**src/rtl/shift_feeder.sv**
```systemverilog
// shift_feeder: serializes a parallel word into a 4-bit nibble stream for a
// downstream shifter.
//
// Each accepted word is sent least-significant nibble first, followed by a
// run of zero-fill shift cycles and then a single-cycle done pulse.
//
// All outputs come straight from flops. There is no combinational path from
// any input to any output.
//
// Ports:
//   clk        - single clock; all state updates on its rising edge
//   rst        - synchronous, active-high reset
//   load_valid - a parallel word is offered
//   load_data  - parallel word; nibble 0 is in bits [3:0]
//   load_ready - the block accepts a word this cycle
//   abort      - cancel the transfer in progress (SHIFT/FLUSH only)
//   si         - nibble stream to the downstream shifter
//   shn        - shift enable to the downstream shifter
//   done       - one-cycle pulse after a complete transfer
//
// state | meaning
// IDLE  | waiting for a word; load_ready=1
// SHIFT | driving data nibbles LSN-first, NIB cycles
// FLUSH | driving zero fill with shn=1, FLUSH_LEN cycles
// DONE  | one-cycle done pulse, then back to IDLE
module shift_feeder #(
    parameter int NIB       = 4,
    parameter int FLUSH_LEN = 4
) (
    input  logic             clk,
    input  logic             rst,
    input  logic             load_valid,
    input  logic [4*NIB-1:0] load_data,
    output logic             load_ready,
    input  logic             abort,
    output logic [3:0]       si,
    output logic             shn,
    output logic             done
);

    localparam int MAX_LEN = (NIB > FLUSH_LEN) ? NIB : FLUSH_LEN;
    localparam int CW      = (MAX_LEN > 1) ? $clog2(MAX_LEN) : 1;
    localparam logic [CW-1:0] NIB_LAST   = CW'(NIB - 1);
    localparam logic [CW-1:0] FLUSH_LAST = CW'((FLUSH_LEN > 0) ? FLUSH_LEN - 1 : 0);

    typedef enum logic [1:0] {
        IDLE,
        SHIFT,
        FLUSH,
        DONE
    } state_t;

    state_t           state, state_n;
    logic [CW-1:0]    cnt, cnt_n;
    logic [4*NIB-1:0] word, word_n;
    logic             load_ready_n;
    logic             shn_n;
    logic             done_n;
    logic [3:0]       si_n;

    always_ff @(posedge clk) begin
        if (rst) begin
            state      <= IDLE;
            cnt        <= '0;
            word       <= '0;
            load_ready <= 1'b1;
            shn        <= 1'b0;
            si         <= 4'h0;
            done       <= 1'b0;
        end else begin
            state      <= state_n;
            cnt        <= cnt_n;
            word       <= word_n;
            load_ready <= load_ready_n;
            shn        <= shn_n;
            si         <= si_n;
            done       <= done_n;
        end
    end

    always_comb begin
        state_n = state;
        cnt_n   = cnt;
        word_n  = word;

        case (state)
            IDLE: begin
                // abort is deliberately not looked at here
                if (load_valid) begin
                    word_n  = load_data;
                    cnt_n   = '0;
                    state_n = SHIFT;
                end
            end
            SHIFT: begin
                if (abort) begin
                    state_n = IDLE;
                    cnt_n   = '0;
                end else if (cnt == NIB_LAST) begin
                    state_n = (FLUSH_LEN > 0) ? FLUSH : DONE;
                    cnt_n   = '0;
                end else begin
                    cnt_n = cnt + 1'b1;
                end
            end
            FLUSH: begin
                if (abort) begin
                    state_n = IDLE;
                    cnt_n   = '0;
                end else if (cnt == FLUSH_LAST) begin
                    state_n = DONE;
                    cnt_n   = '0;
                end else begin
                    cnt_n = cnt + 1'b1;
                end
            end
            DONE: begin
                state_n = IDLE;
                cnt_n   = '0;
            end
            default: begin
                state_n = IDLE;
                cnt_n   = '0;
            end
        endcase
    end

    // Outputs are decoded from the next state so they can be registered
    // alongside it and still line up with the state they describe.
    always_comb begin
        load_ready_n = (state_n == IDLE);
        shn_n        = (state_n == SHIFT) || (state_n == FLUSH);
        done_n       = (state_n == DONE);
        si_n         = 4'h0;
        for (int i = 0; i < NIB; i++) begin
            if ((state_n == SHIFT) && (cnt_n == CW'(i))) begin
                si_n = word_n[4*i +: 4];
            end
        end
    end

endmodule

```
**config.mk**
```make
export PLATFORM = sky130hd
export DESIGN_NAME = shift_feeder
export DESIGN_NICKNAME = d
export VERILOG_FILES = /design/src/rtl/shift_feeder.sv
export SDC_FILE = /design/constraint.sdc
export NUM_CORES = 1
export LEC_CHECK = 0
export ABC_AREA = 1
export BUFFER_PORTS_ARGS = -buffer_cell sky130_fd_sc_hd__buf_2
export CELL_PAD_IN_SITES_DETAIL_PLACEMENT = 1
export CELL_PAD_IN_SITES_GLOBAL_PLACEMENT = 2
export CORE_MARGIN = 5
export CORE_UTILIZATION = 32
export DETAILED_ROUTE_END_ITERATION = 8
export HOLD_SLACK_MARGIN = 0.1
export PLACE_DENSITY_LB_ADDON = 0.2
export SLEW_MARGIN = 20
export SYNTH_ARGS = -nofsm -noshare
export SYNTH_HDL_FRONTEND = slang
export SYNTH_SLANG_ARGS = --single-unit
```
**constraint.sdc**
```tcl
create_clock -name clk -period 4.65 [get_ports clk]
set_clock_uncertainty 0.05 [all_clocks]
set_input_delay 0.93 -clock clk [delete_from_list [all_inputs] [get_ports clk]]
set_output_delay 0.93 -clock clk [all_outputs]
set_load 0.02 [all_outputs]
```
==> results of run 1 <==
==> power by group through the flow <==
stage / Sequential [mW] / Clock [mW] / Combinational (mW)
after floorplan: 0.262 / 0 / 0.0655
after global placement: 0.257 / 0 / 0.0933
after detailed placement: 0.257 / 0 / 0.0967
after CTS: 0.252 / 0.140 / 0.0976
after global routing: 0.254 / 0.148 / 0.109
final: 0.252 / 0.134 / 0.0948
==> routing by layer <==
metal / share of wire, % / global-route usage (%) / vias up / wire length (microns)
met5: 0 / 0 / - / 0
met4: 1.3 / 4.15 / 0 / 42
met3: 5.1 / 2.94 / 5 / 170
met2: 45 / 21.8 / 25 / 1500
met1: 49 / 17.1 / 532 / 1610
li1: - / - / 622 / -
==> flip-flops by register name, summed over array words and instances, names as in the netlist <==
name / flops
done: 1
state: 2
load_ready: 1
shn: 1
word: 16
cnt: 2
si: 4
==> critical path, stage by stage <==
cell and delay, ns:
buf_2 0.11, inv_1 0.07, nand2_1 0.11, inv_1 0.05, a22oi_1 0.28, ha_1 0.37, nand3_1 0.15, inv_1 0.13
o21ai_0 0.10, nand2_1 0.08, nand3_1 0.07, nand2_1 0.06
==> synth_stat cells, drive strengths merged <==
library cell / instances / area (sq um)
nor2: 33 / 131
buf: 5 / 46.3
o221ai: 1 / 8.76
ha: 8 / 100
nand3: 8 / 45.0
o21ai: 9 / 45.0
inv: 24 / 95.1
nand4: 6 / 37.5
or2: 3 / 18.8
dfxtp: 27 / 541
a21oi: 8 / 40.0
a22oi: 1 / 7.51
nand2: 48 / 203
nor3: 3 / 30.0
==> final cells by class <==
cell class / count / area share (%)
inverter: 24 / 6.17
multi-input combinational: 128 / 43.3
timing repair buffer: 26 / 8.45
tap: 50 / 4.06
clock buffer: 4 / 2.92
sequential: 27 / 35.1
==> logic make-up after synthesis <==
| logic type | Yosys count | synth area share [%] |
|---|---|---|
| DFF | 27 | 40.1 |
| adders and majority gates | 8 | 7.42 |
| and+or+nand+nor | 101 | 34.5 |
| AOI/OAI and AO/OA | 19 | 7.51 |
| buffers and inverters | 29 | 10.5 |
==> per-stage QoR <==
step	hold slack, ns	std cells
2_1_floorplan	0.401	184
3_3_place_gp	0.412	255
3_5_place_dp	0.422	255
4_1_cts	0.437	259
5_1_grt	0.465	259
6_report	0.431	259
==> final timing paths <==
check / to / cells past startpoint
worst max register to register: si[1]$_SDFF_PP0_ / 12
worst max-delay path: si[1]$_SDFF_PP0_ / 12
worst min register to register: word[2]$_SDFF_PP0_ / 2
worst min-delay path: word[2]$_SDFF_PP0_ / 2
==> results.md, run 1 <==
* Flop2flop setup slack at 2.38 ns
* Initial DRC count at 24
* Die extent in x at 74.9 microns
* # hold bufs at CTS at 0
* Largest net degree at the start of global routing at 24
* Gate Count Post-Synth at 184
* H-Tree Depth at 1
* Final setup margin at 2.31 ns
* Post-synth cell types at 24
* Most frequent cells in the layout: nand2_1 (43), nor2_1 (30), dfxtp_1 (27)
* DP Wirelength at 2640 microns
* Mapped Nets at 212
* Post-CTS Setup Bufs at 0
* CP required at 4.83 ns
* Final Power at 0.480 mW
* RSZ-0062 raised after global routing: false
* Fmax at 0.427 GHz
* Clock Tree Root: clkbuf_8
* Row count at 23
* Max_slew headroom at 68.9%
* Placed Area at 1500 sq um
* Fin nets at 238
* Gr usage total at 13.2%
* Status: completed
* Most common cell after layout, fill and taps aside: nand2_1
* Final period utilization at 50.4%
* Layout cells sized above 1 at 21.5%
* First-pass GRT wire length at 5630 microns
* Routed Wire Length at 3320 microns
* Fillers at 513
* Vias per cell at 4.57
* Origin of the worst min-delay path: word[2]$_SDFF_PP0_
* Number of buffers created by CTS at 3
* Peak supply drop at 0.000110 V
* Synthesized area at 1350 sq um
* Least-Margin Pin Slew at 0.467 ns
* Critical Path End Type: flop
* Number of gates resized after cts at 0
* Net Sw Frac at 29.1%
* WP data arrival at 2.52 ns
* Worst hold path type: flop to flop
* Net Sw Power at 0.140 mW
* FF-to-FF Start: state[0]$_SDFF_PP0_
* I/O Buffers at 26
* CTS max path bufs at 2
* Vias in the first global route at 1259
* Post-Place Worst Slack at 2.01 ns
* Starting density of the core at 33.2%
* Post-route ant nets at 0
* Max-slew violations at 0
* Power per cell area at 312 nW/um^2
* Setup_tns at 0 ns
* Final core occ at 38.0%
* CTS tree: done
* Number of diodes at 0
* Yosys warning count at 0
* Die Height at 74.9 microns
* Via count at 1184
* Final Hold Fails at 0
* Multi-input gate area at 667 sq um
* Int Pwr at 0.341 mW
* Global route overflow at 0
* Post-route minimum period at 2.34 ns
* LEAKAGE at 0.795 nW
* Synth-to-Final Area Change at 14.2%
* DR WL/cell at 12.8 microns
* Gpl congestion at 0.854
* FF+latch area at 541 sq um
* Drt pass-1 iters at 4
* Fin area at 1540 sq um
* Critical path startpoint: load_valid
* Clk_lat worst skew at 0.27 ns
* Die area at 5610 sq um
* FF+latch count, synth at 27
* Initial antenna violation count at 0
* Critical path type: primary input to flop
* Core area at 4060 sq um
* Clk sink count at 27
* I/O Pins at 27
* Max-cap viol count at 0
* Clock power share at 27.9%
* Reg clk slew, reported paths at 0.09 ns
* Crit path launch type: primary input
* DRC Markers at 0
* Gate power share at 19.7%
* Critical Path Fanout Max at 8
* Final Setup Violations at 0
* Share of power burned in registers at 52.4%
* Syn_area_per_cell at 7.33 sq um
* Register area share after synthesis at 40.1%
(Power assumes the default switching activity.)
==> run 2: changes to the inputs <==
CORE_UTILIZATION = 27   (was 32)
clock period = 2 ns   (was 4.65 ns; I/O delays follow)
==> results.md, run 2 (synthesis gave the netlist of run 1 again) <==
* Status: completed
* Drt pass-1 iters at 4
* Max reg flops at 16
* I/O Pins at 27
* CTS max path bufs at 2
* Vias in the first global route at 1337
* Row count at 25
* DRC Markers at 0
* Placed insts at 280
* Least-Margin Pin Slew at 0.489 ns
* DP Wirelength at 2870 microns
* Vias per cell at 4.36
* Reg clk slew, reported paths at 0.09 ns
* Critical path type: flop to flop
* Worst hold path type: primary input to flop
* Final core occ at 35.4%
* CTS tree: done
* Initial DRC count at 47
* Initial antenna violation count at 0
* Fin nets at 247
* Die area at 6510 sq um
* Peak supply drop at 0.000274 V
* Gpl congestion at 0.786
* I/O Buffers at 26
* Largest regs: word (16), si (4)
* Biggest register: word
* Most frequent cells in the layout: nand2_1 (42), nor2_1 (30), buf_2 (26)
* Clk sink count at 27
* Gr usage total at 12.2%
* Core area at 4790 sq um
* Number of buffers created by CTS at 3
* Layout cells sized above 1 at 30.7%
* WHS at 0.346 ns
* Final period utilization at 94.3%
* Setup_tns at 0 ns
* DR WL/cell at 12.9 microns
* Most common cell after layout, fill and taps aside: nand2_1
* Max_slew headroom at 67.4%
* Placed Area at 1580 sq um
* Max-cap viol count at 0
* Critical Path, Cell by Cell: ha_1 > nor2_1 > nor2_1 > o21ai_1 > a22oi_2 > buf_4 > inv_1 > ha_1 > or2_2
* Crit path launch type: flop
* Synth-to-Final Area Change at 25.7%
* Power per cell area at 681 nW/um^2
* Fin area at 1700 sq um
* Max-slew violations at 0
* Largest net degree at the start of global routing at 24
* Crit-path max cell delay at 0.35 ns
* Fmax at 0.530 GHz
* Final Setup Violations at 0
* Critical path's slowest cell: dfxtp_1
* Post-route minimum period at 1.89 ns
* First-pass GRT wire length at 6180 microns
* Number of diodes at 0
* Critical Path Fanout Max at 3
* Routed Wire Length at 3680 microns
* CP required at 2.11 ns
* Finished Layout Cells at 285
* Die Height at 80.7 microns
* Via count at 1242
* Critical Path End Type: flop
* Die extent in x at 80.7 microns
* Final Hold Fails at 0
* Clk_lat worst skew at 0.27 ns
* Post-route ant nets at 0
* LEAKAGE at 0.852 nW
* H-Tree Depth at 1
* Clock Tree Root: clkbuf_8
* Global route overflow at 0
* # hold bufs at CTS at 0
* Flop2flop setup slack at 0.11 ns
* WP data arrival at 2.00 ns
* Starting density of the core at 28.2%
[run 2: per-layer routing]
layer	global-route usage (%)	vias to the layer above	wire (microns)
met4	3.55	0	42
met5	0	-	0
li1	-	641	-
met1	14.6	568	1670
met2	21.6	27	1820
met3	2.58	6	146
[run 2: through the flow]
step,setup slack (ns),power (mW)
floorplan,0.0298,0.761
global placement,-0.0811,0.831
detailed placement,-0.172,0.844
CTS,0.0303,1.16
global route,-0.00864,1.24
finish,0.115,1.15
[run 2: power by group]
| group | leakage [nW] | internal (mW) | switching, mW | total (mW) |
|---|---|---|---|---|
| Clock | 0.0228 | 0.143 | 0.167 | 0.309 |
| Sequential | 0.223 | 0.573 | 0.0107 | 0.584 |
| Combinational | 0.606 | 0.0999 | 0.162 | 0.262 |
| Total | 0.852 | 0.816 | 0.339 | 1.15 |
[run 2: final timing paths]
| path | startpoint | endpoint | cells past startpoint |
|---|---|---|---|
| setup reg to reg | cnt[0]$_SDFF_PP0_ | load_ready$_SDFF_PP1_ | 9 |
| hold / removal | load_data[5] | word[5]$_SDFF_PP0_ | 3 |
| hold reg to reg | word[7]$_SDFF_PP0_ | word[7]$_SDFF_PP0_ | 2 |
| setup / recovery | cnt[0]$_SDFF_PP0_ | load_ready$_SDFF_PP1_ | 9 |
[run 2: timing repair]
action | in CTS | in global routing
buffers inserted | 1 | 0
gates resized for setup | 5 | 16
pin swaps | 1 | 2
setup endpoints to repair | 5 | 5
[run 2: final cells by class]
type,count,area [sq um]
flip-flops and latches,27,546
multi-input cells,128,726
clock buffers,4,45.0
well taps,67,83.8
fillers,604,3090
inverters,24,97.6
repair buffers,35,198
[run 2: critical path, delay by kind of cell, from the launching register on]
family | cells | cell delay, ns
AO/OA/AOI/OAI | 2 | 0.34
flip-flops | 1 | 0.35
buffers and inverters | 2 | 0.22
adder cells (fa/ha/maj) | 2 | 0.38
AND/OR/NAND/NOR | 3 | 0.45
==> run 3: changes to the inputs <==
CORE_UTILIZATION = 25   (was 27)
REMOVE_ABC_BUFFERS = 1   (was default)
==> results.md, run 3 (synthesis gave the netlist of run 1 again) <==
* Status: completed
* DR WL/cell at 12.1 microns
* Power per cell area at 679 nW/um^2
* Clock power share at 27.1%
* Gpl congestion at 0.709
* Max_slew headroom at 68.8%
* Worst Reg-to-Reg Cells at 10
* H-Tree Depth at 1
* Gr usage total at 10.3%
* Critical Path Fanout Max at 3
* Die area at 6960 sq um
* Global route overflow at 0
* Reg2reg end: load_ready$_SDFF_PP1_
* Most common cell after layout, fill and taps aside: nand2_1
* WP data arrival at 1.99 ns
* Worst Hold Depth at 3
* I/O Buffers at 26
* Hold Path End: word[5]$_SDFF_PP0_
* Global routing usage on met1 at 13.0%
* First-pass GRT wire length at 5970 microns
* DP Wirelength at 2690 microns
* GR met2 Demand/Resource at 17.5%
* Clk sink count at 27
* Fin area at 1720 sq um
* Critical path type: flop to flop
* Final Setup Violations at 0
* Drt pass-1 iters at 4
* FF-to-FF Start: state[1]$_SDFF_PP0_
* Net Sw Power at 0.349 mW
* CTS tree: done
* Int Pwr at 0.817 mW
* Worst hold path type: primary input to flop
* Synth-to-Final Area Change at 27.2%
* Biggest register: word
* Layout cells sized above 1 at 31.7%
* CTS max path bufs at 2
* Initial DRC count at 20
* Max-cap viol count at 0
* Number of diodes at 0
* Vias in the first global route at 1290
* Final core occ at 33.2%
* Fmax at 0.534 GHz
* Most frequent cells in the layout: nand2_1 (43), nor2_1 (29), buf_2 (26)
* Crit path launch type: flop
* Vias per cell at 4.29
* Clk_lat worst skew at 0.27 ns
* Placed Area at 1580 sq um
* LEAKAGE at 0.846 nW
* Least-Margin Pin Slew at 0.468 ns
* DRC Markers at 0
* Setup_tns at 0 ns
* Initial antenna violation count at 0
* Flop2flop setup slack at 0.13 ns
* Final period utilization at 93.7%
* Max reg flops at 16
* Net Sw Frac at 29.9%
* Critical Path End Type: flop
* Row count at 26
* Die Height at 83.5 microns
* I/O Pins at 27
* Fin nets at 247
* RSZ-0062 raised after global routing: true
* Final Hold Fails at 0
* Reg clk slew, reported paths at 0.10 ns
* Number of buffers created by CTS at 3
* Max-slew violations at 0
* Routed Wire Length at 3500 microns
* Core area at 5170 sq um
* Via count at 1235
* Peak supply drop at 0.000243 V
* Final Power at 1.17 mW
* Die extent in x at 83.5 microns
* CP required at 2.12 ns
* Share of power burned in registers at 50.3%
* Gate power share at 22.6%
* Busiest grt layer: met2
* M3 GR Usage at 2.37%
* Largest net degree at the start of global routing at 24
* Largest regs: word (16), si (4)
* Post-route minimum period at 1.87 ns
* Starting density of the core at 26.1%
* Post-route ant nets at 0
* Origin of the worst min-delay path: load_data[5]
* Clock Tree Root: clkbuf_8
==> run 3: power by group through the flow <==
stage          Combinational, mW  Sequential (mW)  Clock, mW
6_report                   0.263            0.586      0.316
5_1_grt                    0.301            0.590      0.360
4_1_cts                    0.244            0.586      0.337
2_1_floorplan              0.134            0.609          0
3_5_place_dp               0.242            0.598          0
3_3_place_gp               0.233            0.596          0
==> run 3: through the flow <==
stage               setup WS (ns)  instances  hold slack [ns]
global placement          -0.0326        283            0.410
global route              -0.0284        288            0.327
floorplan                  0.0627        179            0.396
CTS                        0.0134        288            0.326
detailed placement         -0.128        283            0.416
finish                      0.126        288            0.334
==> run 3: routing by layer <==
metal / wire length [microns] / part of all wire [%] / vias to the layer above
met3: 103 / 2.9 / 2
li1: - / - / 642
met4: 23 / 0.66 / 0
met1: 1680 / 48 / 574
met5: 0 / 0 / -
met2: 1680 / 48 / 17
==> run 3: worst max-delay path, cell delays in order (launching register included) <==
cell and delay, ns:
dfxtp_2 0.35, inv_2 0.08, ha_2 0.19, inv_1 0.05, nor2_1 0.09, o21ai_1 0.08
a22oi_2 0.23, buf_4 0.16, inv_1 0.05, ha_1 0.17, or2_2 0.26
==> run 3: cell type report <==
cell class                      instances  area (sq um)
Tap cell                               70          87.6
Clock buffer                            3          41.3
Timing Repair Buffer                   35           201
Inverter                               24          97.6
Multi-Input combinational cell        128           738
Fill cell                             659          3460
Clock inverter                          1          5.00
Sequential cell                        27           544
==> run 3: worst max path at each step <==
stage / start / endpoint / slack (ns) / depth (start not counted)
after floorplan: state[0]$_SDFF_PP0_ / si[1]$_SDFF_PP0_ / 0.06 / 13
after global placement: state[1]$_SDFF_PP0_ / si[2]$_SDFF_PP0_ / -0.03 / 13
after detailed placement: state[1]$_SDFF_PP0_ / si[2]$_SDFF_PP0_ / -0.13 / 13
after CTS: state[0]$_SDFF_PP0_ / si[2]$_SDFF_PP0_ / 0.01 / 13
after global routing: state[1]$_SDFF_PP0_ / si[2]$_SDFF_PP0_ / -0.03 / 13
final: state[1]$_SDFF_PP0_ / load_ready$_SDFF_PP1_ / 0.13 / 10
==> run 3: repair_timing <==
action                     in CTS  in global routing
hold buffers                    0                  0
pin swaps                       0                  3
gates resized for setup         4                 19
setup endpoints to repair       5                  5
setup buffers                   1                  0
